[config.mk]
export PLATFORM = sky130hd
export DESIGN_NAME = inv_ip_seq_flat
export DESIGN_NICKNAME = d
export VERILOG_FILES = /design/src/rtl/inv_ip_pkg.sv /design/src/rtl/inv_ip_seq_if.sv /design/src/rtl/inv_ip_step.sv /design/src/rtl/inv_ip_seq.sv /design/src/flat_wrapper.sv
export SDC_FILE = /design/constraint.sdc
export NUM_CORES = 1
export LEC_CHECK = 0
export BUFFER_PORTS_ARGS = -buffer_cell sky130_fd_sc_hd__buf_2
export CORE_MARGIN = 8
export CORE_UTILIZATION = 62
export CTS_CLUSTER_SIZE = 10
export DETAILED_ROUTE_END_ITERATION = 10
export HOLD_SLACK_MARGIN = 0.08
export PLACE_DENSITY = 0.82
export SETUP_SLACK_MARGIN = 0.02
export SYNTH_ARGS = -nofsm -noshare
export SYNTH_HDL_FRONTEND = slang
export SYNTH_SLANG_ARGS = --single-unit
[constraint.sdc]
create_clock -name clk -period 4.3 [get_ports clk]
set_clock_uncertainty 0.2 [all_clocks]
set_input_delay 0.86 -clock clk [delete_from_list [all_inputs] [get_ports clk]]
set_output_delay 0.86 -clock clk [all_outputs]
set_load 0.02 [all_outputs]
[src/rtl/inv_ip_pkg.sv]
// Shared constants for the sequential modular-inverse/division engine:
// FSM encodings, operating modes and the default watchdog limit.
package inv_ip_pkg;

    localparam logic [1:0] ST_IDLE = 2'd0;
    localparam logic [1:0] ST_RUN  = 2'd1;
    localparam logic [1:0] ST_DONE = 2'd2;

    localparam logic MODE_INV = 1'b0;
    localparam logic MODE_DIV = 1'b1;

    // Binary extended Euclid finishes well inside 2*W+1 steps; 4*W leaves headroom.
    function automatic int max_iter_f(input int w);
        return 4 * w;
    endfunction

endpackage

[src/rtl/inv_ip_seq_if.sv]
// Operand/result handshake bundle between operand fetch, the inverse engine
// and the field-arithmetic datapath.
interface inv_ip_seq_if #(
    parameter int IP_WIDTH = 6,
    parameter int CNT_W    = $clog2(inv_ip_pkg::max_iter_f(IP_WIDTH) + 1)
);

    logic                in_valid;
    logic                in_ready;
    logic                in_mode;
    logic [IP_WIDTH-1:0] in_prime;
    logic [IP_WIDTH-1:0] in_a;
    logic [IP_WIDTH-1:0] in_b;
    logic                out_valid;
    logic                out_ready;
    logic [IP_WIDTH-1:0] out_data;
    logic                out_err;
    logic [CNT_W-1:0]    out_iter;

    modport master (
        output in_valid, in_mode, in_prime, in_a, in_b, out_ready,
        input  in_ready, out_valid, out_data, out_err, out_iter
    );

    modport slave (
        input  in_valid, in_mode, in_prime, in_a, in_b, out_ready,
        output in_ready, out_valid, out_data, out_err, out_iter
    );

endinterface

[src/rtl/inv_ip_step.sv]
// One combinational step of binary extended Euclid on (u, v, x1, x2) mod p.
// The invariants a*x1 == b*u and a*x2 == b*v (mod p) are preserved.
module inv_ip_step #(
    parameter int IP_WIDTH = 6
) (
    input  logic [IP_WIDTH-1:0] u,
    input  logic [IP_WIDTH-1:0] v,
    input  logic [IP_WIDTH-1:0] x1,
    input  logic [IP_WIDTH-1:0] x2,
    input  logic [IP_WIDTH-1:0] p,
    output logic [IP_WIDTH-1:0] u_nxt,
    output logic [IP_WIDTH-1:0] v_nxt,
    output logic [IP_WIDTH-1:0] x1_nxt,
    output logic [IP_WIDTH-1:0] x2_nxt,
    output logic                term
);

    // Halve x mod odd p; the extra bit keeps the carry of x+p before the shift.
    function automatic logic [IP_WIDTH-1:0] half_mod(input logic [IP_WIDTH-1:0] x,
                                                     input logic [IP_WIDTH-1:0] m);
        logic [IP_WIDTH:0] s;
        s = x[0] ? ({1'b0, x} + {1'b0, m}) : {1'b0, x};
        return s[IP_WIDTH:1];
    endfunction

    // x - y mod m; the top bit of the widened difference is its sign.
    function automatic logic [IP_WIDTH-1:0] sub_mod(input logic [IP_WIDTH-1:0] x,
                                                    input logic [IP_WIDTH-1:0] y,
                                                    input logic [IP_WIDTH-1:0] m);
        logic [IP_WIDTH:0] d;
        d = {1'b0, x} - {1'b0, y};
        if (d[IP_WIDTH]) d = d + {1'b0, m};
        return d[IP_WIDTH-1:0];
    endfunction

    assign term = (u == IP_WIDTH'(1)) || (v == IP_WIDTH'(1)) ||
                  (u == '0) || (v == '0);

    always_comb begin
        // NOTE: every output gets a default first so no path leaves it unassigned (no latch).
        u_nxt  = u;
        v_nxt  = v;
        x1_nxt = x1;
        x2_nxt = x2;
        if (!u[0]) begin
            u_nxt  = u >> 1;
            x1_nxt = half_mod(x1, p);
        end else if (!v[0]) begin
            v_nxt  = v >> 1;
            x2_nxt = half_mod(x2, p);
        end else if (u >= v) begin
            u_nxt  = u - v;
            x1_nxt = sub_mod(x1, x2, p);
        end else begin
            v_nxt  = v - u;
            x2_nxt = sub_mod(x2, x1, p);
        end
    end

endmodule

[src/rtl/inv_ip_seq.sv]
// Multi-cycle modular inverse / division engine: one Euclid step per clock,
// valid/ready on both sides, one operation in flight.
module inv_ip_seq
    import inv_ip_pkg::*;
#(
    parameter int IP_WIDTH = 6,
    parameter int MAX_ITER = max_iter_f(IP_WIDTH),
    parameter int CNT_W    = $clog2(MAX_ITER + 1)
) (
    input  logic         clk,
    input  logic         rst,
    inv_ip_seq_if.slave  bus
);

    logic [1:0]          state;
    logic [IP_WIDTH-1:0] u_q, v_q, x1_q, x2_q, p_q;
    logic [IP_WIDTH-1:0] u_nxt, v_nxt, x1_nxt, x2_nxt;
    logic                term;
    logic [CNT_W-1:0]    iter_q;
    logic                out_valid_q;
    logic [IP_WIDTH-1:0] out_data_q;
    logic                out_err_q;
    logic                illegal;

    inv_ip_step #(.IP_WIDTH(IP_WIDTH)) u_step (
        .u      (u_q),
        .v      (v_q),
        .x1     (x1_q),
        .x2     (x2_q),
        .p      (p_q),
        .u_nxt  (u_nxt),
        .v_nxt  (v_nxt),
        .x1_nxt (x1_nxt),
        .x2_nxt (x2_nxt),
        .term   (term)
    );

    assign illegal = !bus.in_prime[0] || (bus.in_prime < IP_WIDTH'(3)) ||
                     (bus.in_a == '0) || (bus.in_a >= bus.in_prime) ||
                     ((bus.in_mode == MODE_DIV) && (bus.in_b >= bus.in_prime));

    // Both handshake outputs come straight from state flops.
    assign bus.in_ready  = (state == ST_IDLE);
    assign bus.out_valid = out_valid_q;
    assign bus.out_data  = out_data_q;
    assign bus.out_err   = out_err_q;
    assign bus.out_iter  = iter_q;

    // NOTE: every datapath register is reset too, so an aborted run leaves nothing visible.
    always_ff @(posedge clk or posedge rst) begin
        if (rst) begin
            // NOTE: non-blocking assignments for all state so every flop samples pre-edge values.
            state       <= ST_IDLE;
            u_q         <= '0;
            v_q         <= '0;
            x1_q        <= '0;
            x2_q        <= '0;
            p_q         <= '0;
            iter_q      <= '0;
            out_valid_q <= 1'b0;
            out_data_q  <= '0;
            out_err_q   <= 1'b0;
        end else begin
            case (state)
                ST_IDLE: begin
                    if (bus.in_valid) begin
                        iter_q <= '0;
                        if (illegal) begin
                            out_valid_q <= 1'b1;
                            out_err_q   <= 1'b1;
                            out_data_q  <= '0;
                            state       <= ST_DONE;
                        end else begin
                            u_q   <= bus.in_a;
                            v_q   <= bus.in_prime;
                            x1_q  <= (bus.in_mode == MODE_DIV) ? bus.in_b : IP_WIDTH'(1);
                            x2_q  <= '0;
                            p_q   <= bus.in_prime;
                            state <= ST_RUN;
                        end
                    end
                end

                ST_RUN: begin
                    if (term || (iter_q == CNT_W'(MAX_ITER))) begin
                        out_valid_q <= 1'b1;
                        state       <= ST_DONE;
                        // u==1 outranks v==1, which outranks the error exits.
                        if (u_q == IP_WIDTH'(1)) begin
                            out_data_q <= x1_q;
                            out_err_q  <= 1'b0;
                        end else if (v_q == IP_WIDTH'(1)) begin
                            out_data_q <= x2_q;
                            out_err_q  <= 1'b0;
                        end else begin
                            out_data_q <= '0;
                            out_err_q  <= 1'b1;
                        end
                    end else begin
                        u_q    <= u_nxt;
                        v_q    <= v_nxt;
                        x1_q   <= x1_nxt;
                        x2_q   <= x2_nxt;
                        iter_q <= iter_q + CNT_W'(1);
                    end
                end

                ST_DONE: begin
                    if (bus.out_ready) begin
                        out_valid_q <= 1'b0;
                        state       <= ST_IDLE;
                    end
                end

                default: state <= ST_IDLE;
            endcase
        end
    end

endmodule

[src/flat_wrapper.sv]
// flat-port wrapper written by rule: the top's interface ports become plain ports
module inv_ip_seq_flat import inv_ip_pkg::*;
#(
    parameter int IP_WIDTH = 6,
    parameter int MAX_ITER = max_iter_f(IP_WIDTH),
    parameter int CNT_W    = $clog2(MAX_ITER + 1)
)
  (clk, rst, bus_in_valid, bus_in_mode, bus_in_prime, bus_in_a, bus_in_b, bus_out_ready, bus_in_ready, bus_out_valid, bus_out_data, bus_out_err, bus_out_iter);
  inv_ip_seq_if #(.IP_WIDTH(IP_WIDTH), .CNT_W(CNT_W)) bus_i ();
  input  logic clk;
  input  logic rst;
  input wire logic [$bits(bus_i.in_valid)-1:0] bus_in_valid;
  input wire logic [$bits(bus_i.in_mode)-1:0] bus_in_mode;
  input wire logic [$bits(bus_i.in_prime)-1:0] bus_in_prime;
  input wire logic [$bits(bus_i.in_a)-1:0] bus_in_a;
  input wire logic [$bits(bus_i.in_b)-1:0] bus_in_b;
  input wire logic [$bits(bus_i.out_ready)-1:0] bus_out_ready;
  output wire logic [$bits(bus_i.in_ready)-1:0] bus_in_ready;
  output wire logic [$bits(bus_i.out_valid)-1:0] bus_out_valid;
  output wire logic [$bits(bus_i.out_data)-1:0] bus_out_data;
  output wire logic [$bits(bus_i.out_err)-1:0] bus_out_err;
  output wire logic [$bits(bus_i.out_iter)-1:0] bus_out_iter;
  assign bus_i.in_valid = bus_in_valid;
  assign bus_i.in_mode = bus_in_mode;
  assign bus_i.in_prime = bus_in_prime;
  assign bus_i.in_a = bus_in_a;
  assign bus_i.in_b = bus_in_b;
  assign bus_i.out_ready = bus_out_ready;
  assign bus_in_ready = bus_i.in_ready;
  assign bus_out_valid = bus_i.out_valid;
  assign bus_out_data = bus_i.out_data;
  assign bus_out_err = bus_i.out_err;
  assign bus_out_iter = bus_i.out_iter;
  inv_ip_seq #(.IP_WIDTH(IP_WIDTH), .MAX_ITER(MAX_ITER), .CNT_W(CNT_W)) u_core (.clk(clk), .rst(rst), .bus(bus_i));
endmodule
Yosys cells after proc, flatten, opt, wreduce, memory -nomap -nowiden:

Index checks and enable logic that the tools add are counted.

* $mul: 0
* eq/ne operators: 15
* $add $sub $neg: 9
* bitwise logic cells: 1
* div/mod/pow operators: 0
* mux-type cells: 56
* reductions and logical operators: 25
* shift-type cells: 0
* $lt $le $gt $ge: 4

Operator list (number)
* two-way mux 6 bit: 32
* case mux 6 bit (2 select lines): 5
* >= comparator 6 bit: 3
* logical NOT 6 bit: 3
* adder 6 x 6 -> 7 bit: 2
* two-way mux 7 bit: 2
* subtractor 6 x 6 -> 7 bit: 2
* adder 6 bit: 2
* == test 6 x 1 -> 1 bit (second input constant): 2
* AND reduction 6 bit: 2
* subtractor 6 bit: 2
* two-way mux 5 bit: 2
* case mux 5 bit (2 select lines): 1
* AND reduction 5 bit: 2
* != test 3 bit (second input constant): 3
* AND reduction 3 bit: 3
* logical OR 1 bit: 8
* two-way mux 2 bit: 4
* != test 2 bit (second input constant): 4
* AND reduction 4 bit: 2
* two-way mux 1 bit: 7
* less-than comparator 6 x 2 -> 1 bit (second input constant): 1
* != test 2 x 1 -> 1 bit (second input constant): 3
* case mux 2 bit (3 select lines): 1
* 12 further kinds: 12

* RAM bits: 0
* memories: 0
* register bits after elaboration: 45
* ROM bits: 0
* bits in latches: 0
* output and inout port bits: 14

Depth between registers and ports, before layout:

* depth after elaboration: 8
* gate-level depth with buffers: 14

By module:

A second synthesis with hierarchy kept.

* cells, all modules: 562
* area total of the unflattened synthesis: 4859.7 um^2

Modules (own cells, without submodules)
* inv_ip_seq: times used 1, area an instance 2442.3 um^2, cells an instance 223
* inv_ip_step: times used 1, area an instance 2417.3 um^2, cells an instance 339

Worst setup path before layout:

Ideal clock, no wire load.

* path kind: register to register
* start: register u_core.x1_q[0]
* end: register u_core.x1_q[5]
* setup slack: 0.942 ns
* required time: 3.975 ns
* arrival: 3.033 ns
* path buffers: 0
* stages on the path, launching flop included: 14
* setup time: 0.125 ns
* clock period less this slack: 3.358 ns
* cells stage by stage: dfrtp_1 inv_1 ha_1 inv_1 fa_1 a211oi_2 o21ba_2 nor2_1 ha_1 or4b_2 o2111ai_1 a211o_1 nand3_1 mux2_2

* longest elaborated chain between the ends: 8
* elaborated cells on any way between the ends: 10
* classes of those cells: add/sub: 3; mux: 7

RTL lines
* start, declared: RTL line inv_ip_seq.sv:16 `logic [IP_WIDTH-1:0] u_q, v_q, x1_q, x2_q, p_q;`
* start signal, assigned: RTL line inv_ip_seq.sv:76 `x1_q <= (bus.in_mode == MODE_DIV) ? bus.in_b : IP_WIDTH'(1);`
* start signal, assigned: RTL line inv_ip_seq.sv:102 `x1_q <= x1_nxt;`
* subtractor 6 x 6 -> 7 bit: RTL line inv_ip_step.sv:31 `d = {1'b0, x} - {1'b0, y};`
* adder 6 bit: RTL line inv_ip_step.sv:32 `if (d[IP_WIDTH]) d = d + {1'b0, m};`
* two-way mux 6 bit: RTL line inv_ip_step.sv:32
* two-way mux 6 bit: RTL line inv_ip_step.sv:51 `end else if (u >= v) begin`
* two-way mux 6 bit: RTL line inv_ip_step.sv:48 `end else if (!v[0]) begin`
* two-way mux 6 bit *: RTL line inv_ip_step.sv:45 `if (!u[0]) begin`
* two-way mux 6 bit *: RTL line inv_ip_seq.sv:85 `if (term || (iter_q == CNT_W'(MAX_ITER))) begin`
* case mux 6 bit (2 select lines) *: RTL line inv_ip_seq.sv:64 `case (state)`

Mark *: on every way between the ends. The rest lies on a longest branch, timed or not. The select of a mux whose other input is x is not followed.
A chain may end at the register's enable or synchronous reset.

Worst setup path in the final report:

Same ends and word-level chain as after synthesis.

==> impl_metrics.yaml <==
timing:
  relSlewSlack_pct: 35.3
  setup_viol: 0
  fin_setup_tns_ns: 0
  rsz0062_at_grt: "no"
  layout_min_cycle_time_ns: 3.79
  maxSlewViolCount: 0
  hold_viol: 0
  max_slew.worst_pin.slew_ns: 0.971
  period_share_pct: 88.2
  max_freq_mhz: 264
synth:
  synth.net_count: 638
  syn_inst: 551
  avgSynthCellArea_um2: 8.68
  ys.warnings.count: 0
  syn-cell-area_um2: 4780
  synthArstFlopShare_pct: 100
  ys_ff_latch: 45
  synth_edf_count: 0
  synth.distinct_cells: 75
  ys.flop_type: "dfrtp_1"
  ys_seq_area_share_pct: 23.5
clock_network:
  h-tree-depth: 2
  ctsHoldBuffers: 0
  ctsResizeCount: 0
  post_cts_buffers: 0
  path_clk_slew_ns: 0.09
  cts_made_buffers: 5
  cts_tree: "built"
  clock_latency_ns: 0.30
  cts_sinks: 45
  cts_root_buf: "clkbuf_8"
  cts_buffer_depth: 2
placement:
  port_buffers: 36
  place_hpwl_um: 10300
  finalWeightedCongestion: 0.915
grt:
  grt_pass1_wl_um: 21500
  grt_start_max_net_pins: 46
  grt_pass1_vias: 4264
  antenna_found_initial: 0
  grt.overflow.total: 0
  grt_use_total_pct: 24.3
setup_path:
  timing.critical_path.buf_inv: 2
  arrival_ns: 3.78
  slowest_delay_ns: 0.60
  required_ns: 4.29
  path_class: "reg -> reg"
  worstSetupStartpointType: "register"
  critical-path-top-delay-family: "adder cells"
  cp-end-kind: "register"
  crit_path_max_fanout: 13
  path_cells: "inv_1 > ha_1 > inv_1 > fa_1 > a211oi_2 > o21ba_2 > nor2_1 > ha_1 > or4b_2 > o2111ai_1 > a211o_1 > nand3_1 > mux2_2"
  crit_slowest_cell: "or4b_2"
cells_and_area:
  multiInputGateArea_um2: 3350
  seq_area_um2: 1130
  drive_gt1_share_pct: 15.4
  insertedDiodeCount: 0
  syn2layout_area_growth_pct: 6.51
  fill_cells: 659
  final_nets: 659
floorplanning:
  ios: 37
  design.die.area_um2: 10800
  die_h_um: 104
  initial_core_util_pct: 62.9
  fp-row-count: 32
  core-area_um2: 7610
  die_w_um: 104
routing:
  drc: 0
  first_pass_iters: 5
  via_count: 4385
  drtAntennaViolNets: 0
  wl_per_cell_um: 19.8
  wirelength_um: 13400
  viasPerCell: 6.51
  drtIter0Drc: 413
pwr:
  total_power_mw: 4.69
  seqPwrFrac_pct: 18.1
  p_sw_mw: 2.40
  leakage_nw: 2.42
  power.density_nw_per_um2: 920
  ir_worst_vdd_uv: 494
  combPwrFrac_pct: 75.1
  power.internal_mw: 2.28
  clockPowerShare_pct: 6.8
  p_sw_share_pct: 51.3
flow_run:
  cap_violations: 0
run_status:
  status: "finished clean"
min_path:
  holdCritPathClass: "reg -> reg"
[metal layers]
layer	vias to the layer above	routed length [um]	share of wire [%]	global-route usage, %
li1	2035	-	-	-
met1	2109	5510	41	29.4
met2	187	6480	48	41.8
met3	54	837	6.3	2.97
met4	0	538	4.0	11.5
met5	-	0	0	0
[cells in the mapped netlist (5+ instances only)]
master	count	area share, %
o2bb2ai_1	6	1.1
xnor2_1	10	1.8
nor2b_1	7	0.92
fa_1	8	3.3
clkbuf_1	14	1.1
o211ai_1	5	0.78
a21oi_1	34	3.6
dfrtp_1	45	24
buf_2	8	0.84
nor3_1	12	1.3
xor2_1	11	2.0
o21ai_0	32	3.3
inv_1	50	3.9
mux2i_1	12	2.5
nand2_1	28	2.2
o31a_1	5	0.92
a21o_1	7	1.1
ha_1	56	15
nor2_1	47	3.7
nand2b_1	9	1.2
nand3_1	11	1.2
mux2_2	9	2.1
a31oi_1	5	0.65
mux2_4	14	4.4
a211oi_1	8	1.3
[worst reg2reg max path: stages (launching register included)]
cell       delay, ns
dfrtp_1         0.51
inv_1           0.22
ha_1            0.19
inv_1           0.05
fa_1            0.42
a211oi_2        0.29
o21ba_2         0.20
nor2_1          0.04
ha_1            0.34
or4b_2          0.60
o2111ai_1       0.15
a211o_1         0.16
nand3_1         0.06
mux2_2          0.26
[flip-flops by register name (all words and copies together) (netlist names)]
signal                count
u_core.bus.out_data       6
u_core.p_q                6
u_core.u_q                6
u_core.v_q                6
u_core.x1_q               6
u_core.x2_q               6
u_core.bus.out_iter       5
u_core.state              2
u_core.bus.out_err        1
u_core.bus.out_valid      1
[metrics by stage]
| stage | hold WS, ns | instances | setup WS (ns) | util [%] | cell area, um^2 |
|---|---|---|---|---|---|
| after floorplan | 0.278 | 551 | 0.942 | - | 4780 |
| after global placement | 0.270 | 667 | 0.637 | 65.6 | 4990 |
| after detailed placement | 0.278 | 667 | 0.560 | 65.6 | 4990 |
| after CTS | 0.297 | 674 | 0.525 | 67.0 | 5090 |
| after global routing | 0.318 | 674 | 0.273 | 67.0 | 5090 |
| final | 0.293 | 674 | 0.506 | 67.0 | 5090 |
[cell type report]
type                       instances  share of cell area, %
sequential                        45                   22.1
inverter                          52                   3.83
tap                              102                   2.50
clock inverter                     2                  0.688
multi-input combinational        430                   65.7
clock buffer                       5                   1.35
timing repair buffer              38                   3.83
[kinds of logic after synthesis]
group                      Yosys count  share of synthesized area, %
AOI/OAI and AO/OA                  161                          23.5
and+or+nand+nor                    148                          15.4
buffers and inverters               76                          6.49
adders and majority gates           64                          18.0
DFF                                 45                          23.5
muxes                               36                          9.26
xor gates and xnor gates            21                          3.85
[cell usage in the layout (no fill, tap or decap), types with 6 or more instances in the layout]
cell / count
nand3_1: 11
a21o_1: 7
fa_1: 8
ha_1: 56
nor3_1: 12
dfrtp_1: 45
o2bb2ai_1: 6
o21ai_0: 32
xnor2_1: 10
mux2_2: 9
buf_2: 36
nand2_1: 28
a211oi_1: 8
nor2_1: 47
mux2i_1: 12
xor2_1: 11
inv_1: 49
mux2_4: 14
a21oi_1: 34
nor2b_1: 7
nand2b_1: 9
[path summary, 6_finish.rpt]
path                                   startpoint                endpoint  slack, ns  depth (start not counted)
setup / recovery                   u_core.x1_q[0]          u_core.x1_q[5]       0.51                         13
setup reg to reg                   u_core.x1_q[0]          u_core.x1_q[5]       0.51                         13
hold / removal             u_core.bus.out_data[1]  u_core.bus.out_data[1]       0.29                          1
hold reg to reg            u_core.bus.out_data[1]  u_core.bus.out_data[1]       0.29                          1
min in group asynchronous                     rst  u_core.bus.out_data[5]       0.56                          2
max in group asynchronous                     rst  u_core.bus.out_iter[1]       2.72                          2
[power by group through the flow]
stage	combinational (mW)	clock, mW	sequential, mW
after global placement	3.29	0	0.834
final	3.52	0.320	0.848
after global routing	3.87	0.335	0.863
after detailed placement	3.45	0	0.841
after floorplan	2.78	0	0.744
after CTS	3.47	0.322	0.834
No activity file was read; power rests on OpenSTA's default activity.
